[config.mk]
export PLATFORM = sky130hd
export DESIGN_NAME = icache_line_adaptor
export DESIGN_NICKNAME = d
export VERILOG_FILES = /design/src/rtl/icache_pkg.sv /design/src/rtl/icache_beat_buffer.sv /design/src/rtl/icache_line_adaptor.sv
export SDC_FILE = /design/constraint.sdc
export NUM_CORES = 1
export LEC_CHECK = 0
export ABC_AREA = 1
export BUFFER_PORTS_ARGS = -buffer_cell sky130_fd_sc_hd__buf_2
export CAP_MARGIN = 20
export CORE_AREA = 2 2 275 277
export DETAILED_ROUTE_END_ITERATION = 10
export DIE_AREA = 0 0 277 279
export PLACE_DENSITY_LB_ADDON = 0.15
export SLEW_MARGIN = 40
export SYNTH_ARGS = -nofsm -noshare
export SYNTH_HDL_FRONTEND = slang
export SYNTH_SLANG_ARGS = --single-unit
[constraint.sdc]
create_clock -name clk -period 2.3 [get_ports clk]
set_input_delay 0.69 -clock clk [delete_from_list [all_inputs] [get_ports clk]]
set_output_delay 0.69 -clock clk [all_outputs]
set_load 0.05 [all_outputs]
[src/rtl/icache_pkg.sv]
// Shared types and default geometry for the icache line adaptor.
// Pure declarations: no latency, no flow control.
package icache_pkg;

  localparam int LINE_W_DFLT  = 256;
  localparam int BURST_W_DFLT = 64;
  localparam int ADDR_W_DFLT  = 32;

  // Beat counter must be at least one bit even for a single-beat line.
  function automatic int cnt_width(input int beats);
    return (beats > 1) ? $clog2(beats) : 1;
  endfunction

  localparam int BEATS = LINE_W_DFLT / BURST_W_DFLT;
  localparam int CNT_W = cnt_width(BEATS);

  typedef enum logic [1:0] {
    IDLE  = 2'd0,
    READ  = 2'd1,
    WRITE = 2'd2,
    DONE  = 2'd3
  } adaptor_state_t;

endpackage

[src/rtl/icache_beat_buffer.sv]
// Line-wide buffer: parallel line load, indexed beat write, indexed beat read.
// Writes land on the next clock; the beat read is combinational; no backpressure.
module icache_beat_buffer #(
  parameter int LINE_W  = 256,
  parameter int BURST_W = 64,
  parameter int IDX_W   = 2
) (
  input  logic               clk,
  input  logic               rst_n,
  input  logic               load_i,
  input  logic [LINE_W-1:0]  load_dat_i,
  input  logic               wr_i,
  input  logic [IDX_W-1:0]   idx_i,
  input  logic [BURST_W-1:0] wr_dat_i,
  output logic [LINE_W-1:0]  line_o,
  output logic [BURST_W-1:0] beat_o
);

  logic [LINE_W-1:0] line_q;

  always_ff @(posedge clk or negedge rst_n) begin
    if (!rst_n) begin
      line_q <= '0;
    end else if (load_i) begin
      line_q <= load_dat_i;
    end else if (wr_i) begin
      line_q[idx_i*BURST_W +: BURST_W] <= wr_dat_i;
    end
  end

  assign line_o = line_q;
  assign beat_o = line_q[idx_i*BURST_W +: BURST_W];

endmodule

[src/rtl/icache_line_adaptor.sv]
// Converts cache line reads/writes into BEATS memory beats; request->mem op 1 cycle, last beat->line_resp_o 1 cycle.
// Memory paces each beat with mem_resp_i (gaps allowed); optional perf counters under ICACHE_ADAPTOR_PERF_CNT_EN.
module icache_line_adaptor
  import icache_pkg::*;
#(
  parameter int LINE_W  = LINE_W_DFLT,
  parameter int BURST_W = BURST_W_DFLT,
  parameter int ADDR_W  = ADDR_W_DFLT
) (
  input  logic               clk,
  input  logic               rst_n,
  input  logic [ADDR_W-1:0]  line_addr_i,
  input  logic               line_read_i,
  input  logic               line_write_i,
  input  logic [LINE_W-1:0]  line_wdata_i,
  output logic [LINE_W-1:0]  line_rdata_o,
  output logic               line_resp_o,
  output logic [ADDR_W-1:0]  mem_addr_o,
  output logic               mem_read_o,
  output logic               mem_write_o,
  output logic [BURST_W-1:0] mem_wdata_o,
  input  logic [BURST_W-1:0] mem_rdata_i,
  input  logic               mem_resp_i
`ifdef ICACHE_ADAPTOR_PERF_CNT_EN
  ,
  output logic [31:0]        perf_rd_lines_o,
  output logic [31:0]        perf_wr_lines_o,
  output logic [31:0]        perf_busy_cycles_o
`endif
);

  localparam int NBEATS = LINE_W / BURST_W;
  localparam int NCNT_W = cnt_width(NBEATS);
  localparam int OFF_W  = $clog2(LINE_W / 8);
  localparam logic [NCNT_W-1:0] LAST_IDX = NCNT_W'(NBEATS - 1);

  adaptor_state_t      state_q, state_d;
  logic [NCNT_W-1:0]   cnt_q, cnt_d;
  logic [ADDR_W-1:0]   addr_q, addr_d;
  logic                buf_load, buf_wr;
  logic                last_beat;
  logic [LINE_W-1:0]   buf_line;
  logic [BURST_W-1:0]  buf_beat;

  assign last_beat = (cnt_q == LAST_IDX);

  icache_beat_buffer #(
    .LINE_W  (LINE_W),
    .BURST_W (BURST_W),
    .IDX_W   (NCNT_W)
  ) u_buf (
    .clk        (clk),
    .rst_n      (rst_n),
    .load_i     (buf_load),
    .load_dat_i (line_wdata_i),
    .wr_i       (buf_wr),
    .idx_i      (cnt_q),
    .wr_dat_i   (mem_rdata_i),
    .line_o     (buf_line),
    .beat_o     (buf_beat)
  );

  always_ff @(posedge clk or negedge rst_n) begin
    if (!rst_n) begin
      state_q <= IDLE;
      cnt_q   <= '0;
      addr_q  <= '0;
    end else begin
      state_q <= state_d;
      cnt_q   <= cnt_d;
      addr_q  <= addr_d;
    end
  end

  always_comb begin
    state_d  = state_q;
    cnt_d    = cnt_q;
    addr_d   = addr_q;
    buf_load = 1'b0;
    buf_wr   = 1'b0;
    case (state_q)
      IDLE: begin
        if (line_write_i || line_read_i) begin
          addr_d   = {line_addr_i[ADDR_W-1:OFF_W], {OFF_W{1'b0}}};
          cnt_d    = '0;
          buf_load = line_write_i;
          state_d  = line_write_i ? WRITE : READ;
        end
      end
      READ: begin
        if (mem_resp_i) begin
          buf_wr = 1'b1;
          cnt_d  = last_beat ? '0 : cnt_q + NCNT_W'(1);
          if (last_beat) state_d = DONE;
        end
      end
      WRITE: begin
        if (mem_resp_i) begin
          cnt_d = last_beat ? '0 : cnt_q + NCNT_W'(1);
          if (last_beat) state_d = DONE;
        end
      end
      // The cache still holds its request here; ignoring it prevents a retrigger.
      DONE:    state_d = IDLE;
      default: state_d = IDLE;
    endcase
  end

  always_comb begin
    mem_read_o   = (state_q == READ);
    mem_write_o  = (state_q == WRITE);
    line_resp_o  = (state_q == DONE);
    mem_addr_o   = addr_q;
    mem_wdata_o  = (state_q == WRITE) ? buf_beat : '0;
    line_rdata_o = buf_line;
  end

`ifdef ICACHE_ADAPTOR_PERF_CNT_EN
  logic        op_wr_q;
  logic [31:0] rd_lines_q, wr_lines_q, busy_q;

  always_ff @(posedge clk or negedge rst_n) begin
    if (!rst_n) begin
      op_wr_q    <= 1'b0;
      rd_lines_q <= '0;
      wr_lines_q <= '0;
      busy_q     <= '0;
    end else begin
      if (state_q == IDLE && (line_write_i || line_read_i)) op_wr_q <= line_write_i;
      if (state_q == DONE && !op_wr_q && rd_lines_q != '1) rd_lines_q <= rd_lines_q + 32'd1;
      if (state_q == DONE && op_wr_q && wr_lines_q != '1) wr_lines_q <= wr_lines_q + 32'd1;
      if ((state_q == READ || state_q == WRITE) && busy_q != '1) busy_q <= busy_q + 32'd1;
    end
  end

  assign perf_rd_lines_o    = rd_lines_q;
  assign perf_wr_lines_o    = wr_lines_q;
  assign perf_busy_cycles_o = busy_q;
`endif

endmodule

# == After elaboration in Yosys (flattened, before gate mapping) ==
# Index checks and enable logic that the tools add are counted.
# totals
wordCells,41
input_bits,357
ff_bits,287
out_inout_bits,355
# classes
shift,3
reduce_logical,8
n_mux,17
addsub,2
eq_ne,7
# op_table
operator,count
$mux W256,2
$bwmux W256,1
$shift A64 B34 Y256 const A,1
$shiftx A256 B9 Y64,1
$shiftx A64 B34 Y256,1
$mux W64,1
$neg A8 Y34,1
$mux W2,7
$eq A2 B2 Y1 const B,3
$pmux W2 S3,1
$reduce_and A3 Y1,2
$mux W1,4
$ne A2 B1 Y1 const B,2
$pmux W2 S2,1
$reduce_bool A2 Y1,2
$add A2 B1 Y2 const B,1
$eq A2 B1 Y1 const B,1
$logic_not A2 Y1,1
$ne A2 B2 Y1 const B,1
$reduce_and A2 Y1,1
$reduce_or A2 Y1,1
$logic_or A1 B1 Y1,1

# == Longest topological paths before layout ==
# logic_depth
ltp_word,5
depth_mapped,13
depth_no_buf,8

# == By module ==
# From an unflattened synthesis, not the netlist that was laid out.
# hier_totals
hier_cells,2948
area_unflattened_um2,18709.2
# modules_own_cells
mod,cells_each,instances,area_each_um2,seq_area_each_um2
icache_beat_buffer,2644,1,16729.8,6406.1
icache_line_adaptor,304,1,1979.4,775.7

# == Worst setup path after synthesis ==
# No wires, ideal clock.
# synth_timing
path_kind,register -> output
startpoint,reg state_q[0]
endpoint,out mem_wdata_o[10]
path_stages_with_launch,6
n_path_buf,1
arrival_time_ns,2.107
setup_slack_ns,-0.497
required_ns,1.610
path_cell_list,dfrtp_1 > inv_1 > ha_1 > inv_2 > clkbuf_1 > a21oi_1
# synth_via
elab_chain_len,2
# synth_lines
element,line,source
start: declaration,icache_line_adaptor.sv:37,"adaptor_state_t state_q, state_d;"
start signal: assignment,icache_line_adaptor.sv:69,state_q <= state_d;
$eq A2 B2 Y1,--,
via mem_write_o,icache_line_adaptor.sv:20,"output logic mem_write_o,"
$mux W64,icache_line_adaptor.sv:114,mem_wdata_o = (state_q == WRITE) ? buf_beat : '0;
end: declaration,icache_line_adaptor.sv:21,"output logic [BURST_W-1:0] mem_wdata_o,"
# The timed path passes the listed nets, and every way through them passes these cells.

# == Worst setup path in the final report ==
# layout_timing
startpoint,reg cnt_q[0]
endpoint,out mem_wdata_o[28]
# layout_via
elab_chain_len,2
# layout_lines
element,line,source
start: declaration,icache_line_adaptor.sv:38,"logic [NCNT_W-1:0] cnt_q, cnt_d;"
start signal: assignment,icache_line_adaptor.sv:70,cnt_q <= cnt_d;
$shiftx A256 B9 Y64,icache_beat_buffer.sv:32,assign beat_o = line_q[idx_i*BURST_W +: BURST_W];
$mux W64,icache_line_adaptor.sv:114,
# Every way passes these cells.

==> impl_metrics.xml <==
<?xml version="1.0" encoding="UTF-8"?>
<metrics>
  <group name="pwr">
    <metric name="total_net_switching_power" unit="uW">27000</metric>
    <metric name="power_density" unit="mW/mm^2">1680</metric>
    <metric name="max-vdd-ir-drop" unit="mV">0.884</metric>
    <metric name="cellLeakagePower" unit="uW">0.0155</metric>
    <metric name="power_frac_comb" unit="%">66.2</metric>
    <metric name="design_power_total" unit="uW">46700</metric>
    <metric name="power.internal" unit="uW">19700</metric>
    <metric name="power_switching_share" unit="%">57.7</metric>
    <metric name="share_clk_of_total_power" unit="%">13.1</metric>
    <metric name="power.share.sequential" unit="%">20.6</metric>
  </group>
  <group name="die">
    <metric name="io_pins" unit="">712</metric>
    <metric name="initial_core_util" unit="%">25.0</metric>
    <metric name="core_region_area" unit="sq mm">0.0741</metric>
    <metric name="die_y" unit="um">279</metric>
    <metric name="total_die_area" unit="sq mm">0.0773</metric>
    <metric name="die-width" unit="um">277</metric>
    <metric name="row_cnt" unit="">100</metric>
  </group>
  <group name="hold_path">
    <metric name="hp-class" unit="">in2reg</metric>
  </group>
  <group name="run_status">
    <metric name="outcome" unit="">finished, violations left</metric>
    <metric name="failed_checks" unit="">setup timing</metric>
  </group>
  <group name="placed_design">
    <metric name="hpwl_dp" unit="mm">72.1</metric>
    <metric name="placed_cell_area" unit="sq mm">0.0250</metric>
    <metric name="globalplace.congestion" unit="">0.867</metric>
    <metric name="placed_cells" unit="">4595</metric>
    <metric name="port_buffers" unit="">701</metric>
  </group>
  <group name="logic_synthesis">
    <metric name="synthesis.yosys.warnings" unit="">0</metric>
    <metric name="synth.lib_cells_used.distinct" unit="">22</metric>
    <metric name="syn_avg_cell_area" unit="sq um">6.19</metric>
    <metric name="yosysMostFrequentCell" unit="">sky130_fd_sc_hd__nand2_1</metric>
    <metric name="synth_cells" unit="">2991</metric>
    <metric name="synth_edf_count" unit="">0</metric>
    <metric name="ys_ff_latch" unit="">287</metric>
    <metric name="netlist.top_cell.by_area" unit="">sky130_fd_sc_hd__dfrtp_1</metric>
    <metric name="yosysTopAreaCellShare" unit="%">38.8</metric>
    <metric name="dominantRegCellSynth" unit="">sky130_fd_sc_hd__dfrtp_1</metric>
    <metric name="post_synth_most_frequent_cells" unit="">sky130_fd_sc_hd__nand2_1, sky130_fd_sc_hd__nand3_1, sky130_fd_sc_hd__inv_1</metric>
    <metric name="ys_seq_area_share" unit="%">38.8</metric>
    <metric name="synth_area_leaders" unit="">sky130_fd_sc_hd__dfrtp_1, sky130_fd_sc_hd__nand2_1, sky130_fd_sc_hd__nand3_1, sky130_fd_sc_hd__inv_1, sky130_fd_sc_hd__nor2_1</metric>
    <metric name="asyncSetResetFlopFracSynth" unit="%">100</metric>
    <metric name="syn_area" unit="sq mm">0.0185</metric>
  </group>
  <group name="global_route">
    <metric name="global_route_overflow" unit="">0</metric>
    <metric name="globalRouteMet1Util" unit="%">32.8</metric>
    <metric name="grt_start_max_net_pins" unit="">92</metric>
    <metric name="globalRouteTotalUtil" unit="%">25.5</metric>
    <metric name="use_met3" unit="%">4.43</metric>
    <metric name="gr-max-usage-layer" unit="">met2</metric>
    <metric name="grt_antenna_before_repair" unit="">26</metric>
    <metric name="global_route.usage.met2" unit="%">43.4</metric>
    <metric name="global_route_wire_length_before_repair" unit="mm">146</metric>
    <metric name="first_global_vias" unit="">21100</metric>
  </group>
  <group name="cells_and_area">
    <metric name="design.final.nets" unit="">4068</metric>
    <metric name="share_of_layout_cells_above_drive_strength_1" unit="%">29.1</metric>
    <metric name="synthToLayoutAreaGrowth" unit="%">50.1</metric>
    <metric name="layoutNonFillerInstCount" unit="">4716</metric>
    <metric name="cell_area_after_layout" unit="sq mm">0.0278</metric>
  </group>
  <group name="clocking">
    <metric name="tritoncts" unit="">built</metric>
    <metric name="cts.path.max_buffers" unit="">3</metric>
    <metric name="cts_buffers" unit="">39</metric>
    <metric name="worstSkewPairLatency" unit="ps">560</metric>
    <metric name="clock_sink_count" unit="">287</metric>
    <metric name="clk_pin_slew" unit="ps">60</metric>
    <metric name="clock_tree.root_cell" unit="">sky130_fd_sc_hd__clkbuf_16</metric>
    <metric name="cts.htree.levels" unit="">2</metric>
  </group>
  <group name="route">
    <metric name="dr_vias" unit="">21900</metric>
    <metric name="detail-route-antenna-nets" unit="">0</metric>
    <metric name="first_pass_iters" unit="">6</metric>
    <metric name="post_drt_via_cell_ratio" unit="">4.64</metric>
    <metric name="wl_per_cell" unit="um">22.4</metric>
    <metric name="post-route-drc-count" unit="">0</metric>
    <metric name="first_iter_violations" unit="">1637</metric>
    <metric name="finalWirelength" unit="mm">105</metric>
  </group>
  <group name="critical_path">
    <metric name="critical_path_arrival" unit="ps">2090</metric>
    <metric name="critPathMaxFanout" unit="">21</metric>
    <metric name="required_time_worst_endpoint" unit="ps">1610</metric>
    <metric name="timing_worst_setup_path_type" unit="">reg2out</metric>
    <metric name="cp-start-kind" unit="">flip-flop</metric>
    <metric name="cp-end-kind" unit="">output pin</metric>
  </group>
  <group name="run">
    <metric name="cap_viol_max_count" unit="">0</metric>
  </group>
  <group name="sta">
    <metric name="clock_skew" unit="ps">20.5</metric>
    <metric name="timing.final.hold_violations" unit="">0</metric>
    <metric name="maxClockFrequency" unit="MHz">359</metric>
    <metric name="grt_setup_unrepaired" unit="">true</metric>
    <metric name="timing_max_transition_violations_final" unit="">0</metric>
    <metric name="setup_violators_final" unit="">64</metric>
    <metric name="worst-slew-pin-transition" unit="ps">548</metric>
    <metric name="final.setup.worst_slack" unit="ps">-485</metric>
    <metric name="fin_crit_sh" unit="%">121</metric>
    <metric name="post-route-min-period" unit="ps">2780</metric>
    <metric name="timing.slew.headroom" unit="%">63.4</metric>
  </group>
</metrics>
per-layer routing:
| layer | up-vias | part of all wire, % |
|---|---|---|
| met5 | - | 0.074 |
| met4 | 12 | 2.6 |
| met3 | 157 | 6.6 |
| met2 | 878 | 48 |
| met1 | 10300 | 42 |
| li1 | 10500 | - |
final timing paths:
check,from,to,slack (ps),cells after the start
max,cnt_q[0],mem_wdata_o[28],-480,7
min,line_wdata_i[116],u_buf.line_o[116],350,3
max reg2reg,cnt_q[0],u_buf.line_o[13],170,11
min reg2reg,mem_addr_o[5],mem_addr_o[5],480,2
max in group asynchronous,rst_n,u_buf.line_o[22],940,4
min in group asynchronous,rst_n,mem_addr_o[27],590,2
power by group through the flow:
stage,clock network (uW),registers [uW],logic (uW)
CTS,6310,9650,29900
global route,6490,9950,33100
detailed placement,0,9690,28800
finish,6130,9650,30900
floorplan,0,17100,11800
global placement,0,9690,28700
area by class of cell:
type	count	area, sq um
Inverter	536	2060
Antenna cell	20	50.0
Multi-Input combinational cell	1975	9600
Fill cell	8131	46300
Clock buffer	58	1140
Timing Repair inverter	1	8.76
Sequential cell	287	7190
Clock inverter	8	96.3
Timing Repair Buffer	862	6410
Tap cell	969	1210
cells in the final DEF (no fill, tap or decap), drive strengths merged, types with 5 or more instances in the layout:
cell type     n
diode        20
nand3       585
nor2        173
nor3          9
buf         851
conb          5
o21ai        30
ha            9
nand2      1099
dfrtp       287
a21oi        64
clkbuf       68
inv         528
clkinv       14
through the flow:
stage	setup WS (ps)	hold slack, ps	TNS (ps)	util (%)
floorplan	-150	394	-1350	-
global placement	-79.8	468	-3320	33.7
detailed placement	-109	469	-4130	33.7
CTS	-499	306	-27870	36.5
global route	-529	335	-31460	37.5
finish	-485	348	-27210	37.5
critical path, cell delays in order, from the launching register on:
cell,delay [ps]
sky130_fd_sc_hd__dfrtp_4,510
sky130_fd_sc_hd__buf_4,150
sky130_fd_sc_hd__buf_12,140
sky130_fd_sc_hd__buf_12,160
sky130_fd_sc_hd__nand2_2,80
sky130_fd_sc_hd__nand3_2,90
sky130_fd_sc_hd__a21oi_4,190
sky130_fd_sc_hd__buf_6,180
sequential cells by signal, indices dropped and copies added, names as in the netlist:
register	count
cnt_q	2
u_buf.line_o	256
state_q	2
mem_addr_o	27
what timing repair did:
item	4_1_cts	5_1_grt
resized for setup	195	61
setup buffers	4	13
endpoints found under the hold margin	21	0
endpoints found under the setup margin	131	115
cloned	3	14
hold buffers	1	0
pin swaps	11	10
cells by family (layout without fill, tap and decap cells):
family          Yosys count  in the layout  synth area share (%)
flops                   287            287                  38.8
other cells               1             25                0.0203
buf+inv                 733           1465                  15.9
compound gates           94             94                  2.56
fa+ha+maj                 9              9                 0.608
simple gates           1867           1867                  42.1
(Power assumes the default switching activity.)
